`src/rtl/prio_grant_arb.sv`:
```
// Eight-requester grant controller: leading-one priority pick, hold until done or
// MAX_HOLD timeout, one-cycle recovery gap. Define ARB_RR_EN for round-robin fairness.
module prio_grant_arb #(
    parameter int unsigned MAX_HOLD = 16
) (
    input  logic       clock,
    input  logic       reset_n,
    input  logic [7:0] req,
    input  logic       done,
    output logic [7:0] gnt,
    output logic [2:0] gnt_id,
    output logic       busy,
    output logic       timeout
);

    typedef enum logic [1:0] {
        IDLE    = 2'b00,
        GRANT   = 2'b01,
        RECOVER = 2'b10,
        ILLEGAL = 2'b11
    } state_t;

    state_t     state, state_next;
    logic [7:0] gnt_next;
    logic [2:0] gnt_id_next;
    logic       timeout_next;
    logic [7:0] hold_cnt, hold_cnt_next;
    logic [2:0] ptr, ptr_next;
    logic [2:0] cand;
    logic [2:0] win_id;
    logic       found;

    // Id k lives at req[7-k]; scan ids ptr, ptr+1, ... wrapping mod 8.
    always_comb begin
        found  = 1'b0;
        win_id = '0;
        cand   = '0;
        for (int unsigned i = 0; i < 8; i++) begin
            cand = ptr + 3'(i);
            if (!found && req[3'd7 - cand]) begin
                found  = 1'b1;
                win_id = cand;
            end
        end
    end

    always_comb begin
        state_next    = state;
        gnt_next      = gnt;
        gnt_id_next   = gnt_id;
        timeout_next  = 1'b0;
        hold_cnt_next = hold_cnt;
        ptr_next      = ptr;
        case (state)
            IDLE: begin
                gnt_next = '0;
                if (found) begin
                    state_next    = GRANT;
                    gnt_next      = 8'h80 >> win_id;
                    gnt_id_next   = win_id;
                    hold_cnt_next = '0;
`ifdef ARB_RR_EN
                    ptr_next      = win_id + 3'd1;
`endif
                end
            end
            GRANT: begin
                if (done) begin
                    state_next = RECOVER;
                    gnt_next   = '0;
                end else if (hold_cnt == 8'(MAX_HOLD - 1)) begin
                    state_next   = RECOVER;
                    gnt_next     = '0;
                    timeout_next = 1'b1;
                end else begin
                    hold_cnt_next = hold_cnt + 8'd1;
                end
            end
            RECOVER: begin
                state_next = IDLE;
                gnt_next   = '0;
            end
            default: begin
                state_next = IDLE;
                gnt_next   = '0;
            end
        endcase
    end

    always_ff @(posedge clock or negedge reset_n) begin
        if (!reset_n) begin
            state    <= IDLE;
            gnt      <= '0;
            gnt_id   <= '0;
            timeout  <= 1'b0;
            hold_cnt <= '0;
            ptr      <= '0;
        end else begin
            state    <= state_next;
            gnt      <= gnt_next;
            gnt_id   <= gnt_id_next;
            timeout  <= timeout_next;
            hold_cnt <= hold_cnt_next;
            ptr      <= ptr_next;
        end
    end

    assign busy = (state != IDLE);

endmodule

```
`config.mk`:
```
export PLATFORM = sky130hd
export DESIGN_NAME = prio_grant_arb
export DESIGN_NICKNAME = d
export VERILOG_FILES = /design/src/rtl/prio_grant_arb.sv
export SDC_FILE = /design/constraint.sdc
export NUM_CORES = 1
export LEC_CHECK = 0
export ABC_AREA = 0
export CAP_MARGIN = 25
export CORE_ASPECT_RATIO = 1.2
export CORE_UTILIZATION = 48
export DETAILED_ROUTE_END_ITERATION = 7
export HOLD_SLACK_MARGIN = 0.08
export PLACE_DENSITY = 0.88
export SLEW_MARGIN = 30
export SYNTH_ARGS = -nofsm -noshare
export SYNTH_HDL_FRONTEND = slang
export SYNTH_SLANG_ARGS = --single-unit
```
`constraint.sdc`:
```
create_clock -name clock -period 1.9 [get_ports clock]
set_input_delay 0.285 -clock clock [delete_from_list [all_inputs] [get_ports clock]]
set_output_delay 0.285 -clock clock [all_outputs]
set_load 0.01 [all_outputs]
```
==> results of run 1 <==
## layout by cell type (no fill, tap or decap), types with 2 or more instances in the layout
master	n
a21oi_1	5
a22o_1	5
a31oi_1	2
buf_4	6
clkbuf_4	3
clkdlybuf4s50_1	23
dfrtp_1	21
inv_1	3
nand2_1	13
nand3_1	5
nor2_1	11
nor3_1	4
o21ai_0	3
o31ai_1	3
xnor2_1	3
## flip-flops by register name, indices dropped and copies added (netlist names)
register and flops:
timeout 1, gnt 8, hold_cnt 8, gnt_id 3
state 2
## power by group
part | internal (µW) | leakage, µW | total (µW) | switching, µW
combinational | 242 | 0.000267 | 494 | 252
sequential | 549 | 0.000295 | 616 | 66.3
clock | 117 | 0.0000210 | 259 | 141
total | 908 | 0.000583 | 1370 | 460
## metrics by stage
| stage | hold WS [ns] | TNS, ns | power, µW | setup WS, ns | utilization, % |
|---|---|---|---|---|---|
| 6_report | 0.312 | 0 | 1370 | 0.123 | 70.7 |
| 5_1_grt | 0.316 | 0 | 1450 | 0.0131 | 70.7 |
| 4_1_cts | 0.321 | 0 | 1370 | 0.0897 | 70.6 |
| 3_5_place_dp | 0.474 | -0.00814 | 1110 | -0.00814 | 68.7 |
| 3_3_place_gp | 0.467 | 0 | 1100 | 0.0362 | 68.7 |
| 2_1_floorplan | -0.0106 | 0 | 868 | 0.260 | - |
## cell type report
type	instances	area (µm²)	share of cell area, %
Tap cell	19	23.8	1.76
Clock buffer	4	36.3	2.68
Multi-Input combinational cell	74	454	33.6
Sequential cell	22	552	40.8
Timing Repair Buffer	29	275	20.4
Inverter	3	11.3	0.833
## cells by family (layout without fill, tap and decap cells)
| group | Yosys count | in the layout | synth area share [%] |
|---|---|---|---|
| xor+xnor | 3 | 3 | 2.56 |
| simple gates | 45 | 45 | 23.5 |
| buf+inv | 5 | 36 | 2.07 |
| compound gates | 25 | 25 | 17.0 |
| fa+ha+maj | 1 | 1 | 1.22 |
| flops | 22 | 22 | 53.7 |
## path summary, 6_finish.rpt
| kind | from | endpoint | slack (ns) | cells past startpoint |
|---|---|---|---|---|
| min in group clock | gnt[4] | gnt[4] | 0.50 | 2 |
| max in group asynchronous | reset_n | state[1] | 1.36 | 2 |
| worst min-delay path | reset_n | hold_cnt[2] | 0.31 | 2 |
| worst max-delay path | state[1] | busy | 0.12 | 3 |
| worst min register to register | gnt[4] | gnt[4] | 0.50 | 2 |
| worst max register to register | hold_cnt[5] | hold_cnt[2] | 0.15 | 4 |
## per-layer routing
layer,up-vias,share of wire (%),routed length [µm]
li1,435,-,-
met4,0,1.6,35
met1,431,45,990
met3,6,5.9,131
met2,45,48,1060
met5,-,0,0
==> results.yml, run 1 <==
sta:
  timing.fmax_ghz: 0.563
  rsz0062_at_grt: "no"
  slew-limit-headroom_pct: 55.2
  tightest_slew_ns: 0.669
  finalSetupViolations: 0
  timing.final.crit_period_ns: 1.78
  maxSlewViolCount: 0
  fin_crit_sh_pct: 93.5
  hold_violations: 0
  clock_skew_ns: 0.00393
worst_hold_path:
  hold_path_class: "primary input to async pin"
clock_network:
  insertion_delay_ns: 0.31
  clkTransAtPathRegs_ns: 0.12
  ctsRootBufferMaster: "clkbuf_4"
  post_cts_buffers: 0
  cts-buffers-inserted: 3
  ctsResizeCount: 0
  clock-sinks: 22
  tritoncts: "built"
  hold_buffers: 0
  htree_levels: 1
  clock_path_buffers: 2
die:
  die_width_um: 44.2
  ioPinCount: 24
  num_rows: 17
  initial_utilization_pct: 53.6
  die_y_um: 52.6
  core_area_um2: 1910
  die_area_um2: 2330
grt:
  top_usage_layer: "met2"
  grt_max_degree: 23
  antenna_found_initial: 0
  met1_usage_pct: 26.9
  met3_usage_pct: 4.14
  grt_pass1_wl_um: 3660
  gr-usage-all-layers_pct: 21.7
  grt_use_met2_pct: 35.8
  grt_pass1_vias: 857
  grt_overflow: 0
detailed_routing:
  drtIter0Drc: 20
  routed_via_density: 6.07
  wirelength_um: 2220
  vias: 917
  drcViolationCount: 0
  drtPass1Iterations: 6
  wire_per_inst_um: 14.7
  ant_nets: 0
synthesis:
  synth_area_leaders: "dfrtp_1, nand2_1, a22o_1"
  ys_types: 33
  synth.most_common_cell: "dfrtp_1"
  netlist.area_leader.share_pct: 53.7
  synthArstFlopShare_pct: 100
  syn_area_um2: 1030
  synth-edff-count: 0
  syn_area_per_cell_um2: 10.2
  yosys_warnings: 0
  ys_ff_latch: 22
  synth-seq-area-share_pct: 53.7
  syn_inst: 101
  yosysTopAreaCell: "dfrtp_1"
  synth_flop_cell: "dfrtp_1"
  synthTopCellsByCount: "dfrtp_1, nand2_1, nor2_1"
  syn_nets: 113
layout:
  diodes: 0
  drive_above_1_share_pct: 12.1
  finalNetCount: 145
  areaGrowthSynthToFinish_pct: 31.8
  design_area_um2: 1350
  fill_cells: 161
  instances_no_fill: 151
placed_design:
  place.gp.congestion: 0.837
  placedCellCount: 147
  place_area_um2: 1320
  dp_hpwl_um: 1680
  io_buffers: 23
worst_setup_path:
  worstSetupPathType: "flop to output port"
  arrival_ns: 1.49
  timing.critical_path.required_ns: 1.62
  crit_path_start_kind: "flop"
  crit_path_max_fanout: 5
  crit_family: "buffers and inverters"
  critPathBufInv: 2
  cp_slowest_cell: "clkdlybuf4s50_1"
  endpoint_kind: "output port"
  path_cells: "nor2_1, inv_1, clkdlybuf4s50_1"
  slowest_delay_ns: 0.48
flow_run:
  max_cap_violations: 0
power_and_ir_drop:
  p_leak_uw: 0.000583
  vdd_drop_max_v: 0.000747
  pwr_density_cell_nw_per_um2: 1010
outcome:
  status: "complete, no violations"
Note: power is estimated with default switching activity, not from simulation.
==> run 2: changes to the inputs <==
--- a/config.mk
+++ b/config.mk
@@ -12,6 +12,7 @@
 export DETAILED_ROUTE_END_ITERATION = 7
 export HOLD_SLACK_MARGIN = 0.08
 export PLACE_DENSITY = 0.88
+export SETUP_SLACK_MARGIN = 0.3
 export SLEW_MARGIN = 30
 export SYNTH_ARGS = -nofsm -noshare
 export SYNTH_HDL_FRONTEND = slang
==> run 2 against run 1 <==
  * Sequential share of layout area is 4.3 points lower
  * Final area is 12% higher
  * Via count is 3.9% higher
  * Core utilization is 8.3 points higher
  * First-iteration DRC count is 10% lower
  * Flip-flop and latch count stayed put
  * Highest routed layer unchanged
  * Critical path depth is 1 higher
  * Clock power is 2% higher
  * Clock skew is 0.0012 ns higher
  * Register-to-register slack better by 0.09 ns
  * Die area stayed put
==> results.yml, run 2 (synthesis gave the netlist of run 1 again) <==
outcome:
  status: "complete, no violations"
worst_setup_path:
  r2r_end: "hold_cnt[2]"
  r2r_setup_slack_ns: 0.24
  setup.worst_path.start: "hold_cnt[4]"
  path_cells: "or4_4, o21a_4, buf_12, a311oi_2"
  worstSetupPathType: "flop to flop"
  crit_family: "simple AND/OR/NAND/NOR gates"
  arrival_ns: 1.89
  critPathBufInv: 1
  endpoint_kind: "flop"
  rr_startpoint: "hold_cnt[4]"
  timing.critical_path.required_ns: 2.12
  slowest_delay_ns: 0.57
  crit_path_max_fanout: 6
  rr_worst_depth: 4
  cp_slowest_cell: "or4_4"
  crit_path_start_kind: "flop"
layout:
  diodes: 0
  final_cell_mix: "clkdlybuf4s50_1, dfrtp_1, buf_4"
  drive_above_1_share_pct: 26.4
  final_common_cell: "clkdlybuf4s50_1"
  instances_no_fill: 159
  finalNetCount: 153
  areaGrowthSynthToFinish_pct: 47.3
  reg_top3: "gnt: 8 flops, hold_cnt: 8 flops, gnt_id: 3 flops"
detailed_routing:
  ant_nets: 0
  wirelength_um: 2680
  vias: 953
  drtIter0Drc: 18
  drtPass1Iterations: 6
  drcViolationCount: 0
  wire_per_inst_um: 16.9
  routed_via_density: 5.99
worst_hold_path:
  hold_path_class: "primary input to async pin"
die:
  die_width_um: 44.2
  die_area_um2: 2330
  num_rows: 17
  core_area_um2: 1910
  die_y_um: 52.6
  initial_utilization_pct: 53.6
  ioPinCount: 24
power_and_ir_drop:
  clockPowerShare_pct: 17.6
  internal_power_uw: 982
  total_power_uw: 1510
  pwr_density_cell_nw_per_um2: 997
  p_comb_share_pct: 41.3
  p_switching_uw: 526
  power_frac_seq_pct: 41.1
  switching_share_pct: 34.9
  p_leak_uw: 0.000672
  vdd_drop_max_v: 0.000701
sta:
  fin_crit_sh_pct: 87.5
  timing.final.crit_period_ns: 1.66
  tightest_slew_ns: 0.569
  finalSetupViolations: 0
  finalSetupTns_ns: 0
  slew-limit-headroom_pct: 62.0
  maxSlewViolCount: 0
  rsz0062_at_grt: "yes"
  timing.fmax_ghz: 0.601
  clock_skew_ns: 0.00511
  hold_violations: 0
placed_design:
  placedCellCount: 148
  dp_hpwl_um: 1760
  place.gp.congestion: 0.837
  io_buffers: 23
grt:
  antenna_found_initial: 0
  gr-usage-all-layers_pct: 26.4
  grt_pass1_wl_um: 4380
  grt_max_degree: 23
  grt_pass1_vias: 971
  grt_overflow: 0
clock_network:
  clkTransAtPathRegs_ns: 0.13
  clock_path_buffers: 2
  htree_levels: 1
  insertion_delay_ns: 0.31
  hold_buffers: 0
  tritoncts: "built"
  ctsRootBufferMaster: "clkbuf_4"
  cts-buffers-inserted: 3
  clock-sinks: 22
flow_run:
  max_cap_violations: 0
## run 2: routing by layer
metal  vias up  global-route usage (%)  part of all wire (%)
li1        446                       -                     -
met1       461                    29.8                    40
met2        36                    46.8                    53
met3        10                    3.79                   4.1
met4         0                    14.6                   3.5
met5         -                       0                     0
## run 2: worst max path at each step
stage	slack (ns)	endpoint	depth (start not counted)
2_1_floorplan	0.31	gnt[3]	4
3_3_place_gp	0.04	hold_cnt[4]	4
3_5_place_dp	-0.006	hold_cnt[7]	5
4_1_cts	0.25	hold_cnt[2]	4
5_1_grt	0.21	gnt[1]	4
6_report	0.24	hold_cnt[2]	4
## run 2: what timing repair did
action | in CTS | in global routing
endpoints found under the setup margin | 13 | 20
pin swaps | 9 | 3
gates resized for setup | 8 | 11
setup buffers | 4 | 2
gates cloned | 1 | 0
## run 2: metrics by stage
| step | hold slack [ns] | util (%) | worst slack, ns | cell area, µm² |
|---|---|---|---|---|
| finish | 0.299 | 79.0 | 0.237 | 1510 |
| global route | 0.314 | 79.0 | 0.212 | 1510 |
| CTS | 0.307 | 75.9 | 0.247 | 1450 |
| detailed placement | 0.472 | 69.7 | -0.00606 | 1340 |
| global placement | 0.465 | 69.7 | 0.0372 | 1340 |
| floorplan | -0.0106 | - | 0.311 | 1030 |
## run 2: power by group through the flow
stage                     Sequential [µW]  Clock, µW  Combinational [µW]
after floorplan                       628          0                 244
after global placement                620          0                 503
after global routing                  628        289                 671
after CTS                             615        265                 591
after detailed placement              624          0                 515
final                                 620        265                 622
## run 2: area by class of cell
cell class | instances | area (µm²)
Clock buffer | 4 | 36.3
Multi-Input combinational cell | 74 | 522
Inverter | 3 | 11.3
Sequential cell | 22 | 552
Timing Repair Buffer | 37 | 367
Fill cell | 133 | 403
Tap cell | 19 | 23.8
==> run 3: changes to the inputs <==
==> constraint.sdc (replaced) <==
create_clock -name clock -period 1.9 [get_ports clock]
set_input_delay 0.57 -clock clock [delete_from_list [all_inputs] [get_ports clock]]
set_output_delay 0.57 -clock clock [all_outputs]
set_load 0.01 [all_outputs]
==> run 3 against run 2 <==
  * The run now ends with DRC left
  * Wire length increased by 11%
  * Final cell count is 10% higher
  * Core utilization is 6.2 points higher
  * Register-to-register slack improved by 0.02 ns
  * Power up 7.3%
  * Clock power hardly changed
  * Sequential power fell by 2%
  * Setup slack better by 0.0043 ns
  * Die area did not move
  * Clock skew grew 0.0018 ns
  * Via count up 9.7%
  * Combinational power increased by 19%
==> results.yml, run 3 (synthesis gave the netlist of run 1 again) <==
worst_hold_path:
  hold_path_class: "flop to flop"
  holdPathEnd: "gnt[5]"
  min-delay-start: "gnt[5]"
  hold_depth: 1
worst_setup_path:
  rr_worst_depth: 4
  crit_path_max_fanout: 3
  endpoint_kind: "output port"
  worstSetupPathType: "flop to output port"
  r2r_setup_slack_ns: 0.26
  crit_path_start_kind: "flop"
  rr_startpoint: "hold_cnt[7]"
  r2r_end: "gnt[1]"
  timing.critical_path.required_ns: 1.33
  arrival_ns: 1.09
grt:
  grt_overflow: 0
  antenna_found_initial: 0
  gr-usage-all-layers_pct: 27.2
  grt_max_degree: 23
  grt_pass1_wl_um: 4430
  grt_pass1_vias: 1012
layout:
  fill_cells: 104
  reg_top3: "gnt: 8 flops, hold_cnt: 8 flops, gnt_id: 3 flops"
  final_cell_mix: "buf_4, dfrtp_1, dlygate4sd2_1"
  multiInputGateArea_um2: 554
  diodes: 0
  utilization_pct: 85.2
  areaGrowthSynthToFinish_pct: 58.9
  regArea_um2: 551
  drive_above_1_share_pct: 39.1
  design_area_um2: 1630
  instances_no_fill: 175
  finalNetCount: 169
  final_common_cell: "buf_4"
power_and_ir_drop:
  pwr_density_cell_nw_per_um2: 992
  p_switching_uw: 567
  clockPowerShare_pct: 16.5
  p_comb_share_pct: 45.8
  p_leak_uw: 0.000791
  internal_power_uw: 1050
  vdd_drop_max_v: 0.000809
  power_frac_seq_pct: 37.7
  switching_share_pct: 35.0
  total_power_uw: 1620
detailed_routing:
  vias: 1045
  wirelength_um: 2980
  ant_nets: 0
  drtPass1Iterations: 6
  routed_via_density: 5.97
  wire_per_inst_um: 17.0
  drcViolationCount: 2
  drtIter0Drc: 30
placed_design:
  place.gp.congestion: 0.803
  dp_hpwl_um: 1910
  place_area_um2: 1400
  io_buffers: 23
  placedCellCount: 158
die:
  num_rows: 17
  core_area_um2: 1910
  die_width_um: 44.2
  ioPinCount: 24
  die_y_um: 52.6
  initial_utilization_pct: 53.6
  die_area_um2: 2330
clock_network:
  clock_path_buffers: 2
  hold_buffers: 0
  ctsRootBufferMaster: "clkbuf_4"
  clkTransAtPathRegs_ns: 0.13
  cts-buffers-inserted: 3
  tritoncts: "built"
  htree_levels: 1
  clock-sinks: 22
  insertion_delay_ns: 0.32
sta:
  clock_skew_ns: 0.00687
  fin_crit_sh_pct: 87.3
  finalSetupViolations: 0
  hold_violations: 0
  holdWs_ns: 0.523
  rsz0062_at_grt: "yes"
  maxSlewViolCount: 0
  slew-limit-headroom_pct: 75.3
  tightest_slew_ns: 0.369
  timing.fmax_ghz: 0.603
  timing.final.crit_period_ns: 1.66
flow_run:
  max_cap_violations: 0
outcome:
  status: "finished, violations left"
  violations: "DRC"
## run 3: metrics by stage
| stage | setup TNS, ns | worst slack [ns] |
|---|---|---|
| 6_report | 0 | 0.241 |
| 4_1_cts | 0 | 0.0921 |
| 3_5_place_dp | -2.09 | -0.209 |
| 5_1_grt | 0 | 0.213 |
| 3_3_place_gp | -1.53 | -0.156 |
| 2_1_floorplan | 0 | 0.172 |
## run 3: worst max-delay path by stage
stage / cells after the start / slack (ns) / endpoint / startpoint
floorplan: 4 / 0.17 / hold_cnt[4] / done
global placement: 4 / -0.16 / hold_cnt[4] / done
detailed placement: 4 / -0.21 / hold_cnt[4] / done
CTS: 3 / 0.09 / busy / state[0]
global route: 3 / 0.21 / busy / state[1]
finish: 3 / 0.24 / busy / state[1]
## run 3: repair_timing
| action | CTS | global route |
|---|---|---|
| gates resized for setup | 26 | 28 |
| pin swaps | 7 | 8 |
| setup buffers | 3 | 10 |
| setup endpoints to repair | 33 | 27 |
## run 3: critical path, cell delays in order, from the launching register on
cell      delay (ns)
dfrtp_1         0.43
nor2_2          0.15
inv_2           0.07
clkbuf_2        0.12
## run 3: power groups by stage
stage          sequential, µW  clock, µW  combinational (µW)
6_report                  610        267                 741
5_1_grt                   615        287                 791
4_1_cts                   602        257                 584
3_5_place_dp              623          0                 557
3_3_place_gp              620          0                 537
2_1_floorplan             628          0                 250
## run 3: metal layers
| layer | part of all wire (%) | track usage [%] | up-vias |
|---|---|---|---|
| met2 | 53 | 45.6 | 46 |
| met5 | 0 | 0 | - |
| li1 | - | - | 480 |
| met4 | 4.1 | 16.7 | 0 |
| met3 | 4.9 | 3.10 | 11 |
| met1 | 38 | 32.7 | 508 |
## run 3: area by class of cell
type	count	area share, %
Multi-Input combinational cell	74	34.0
Sequential cell	22	33.8
Clock buffer	4	2.23
Inverter	3	0.691
Tap cell	19	1.46
Timing Repair Buffer	53	27.9
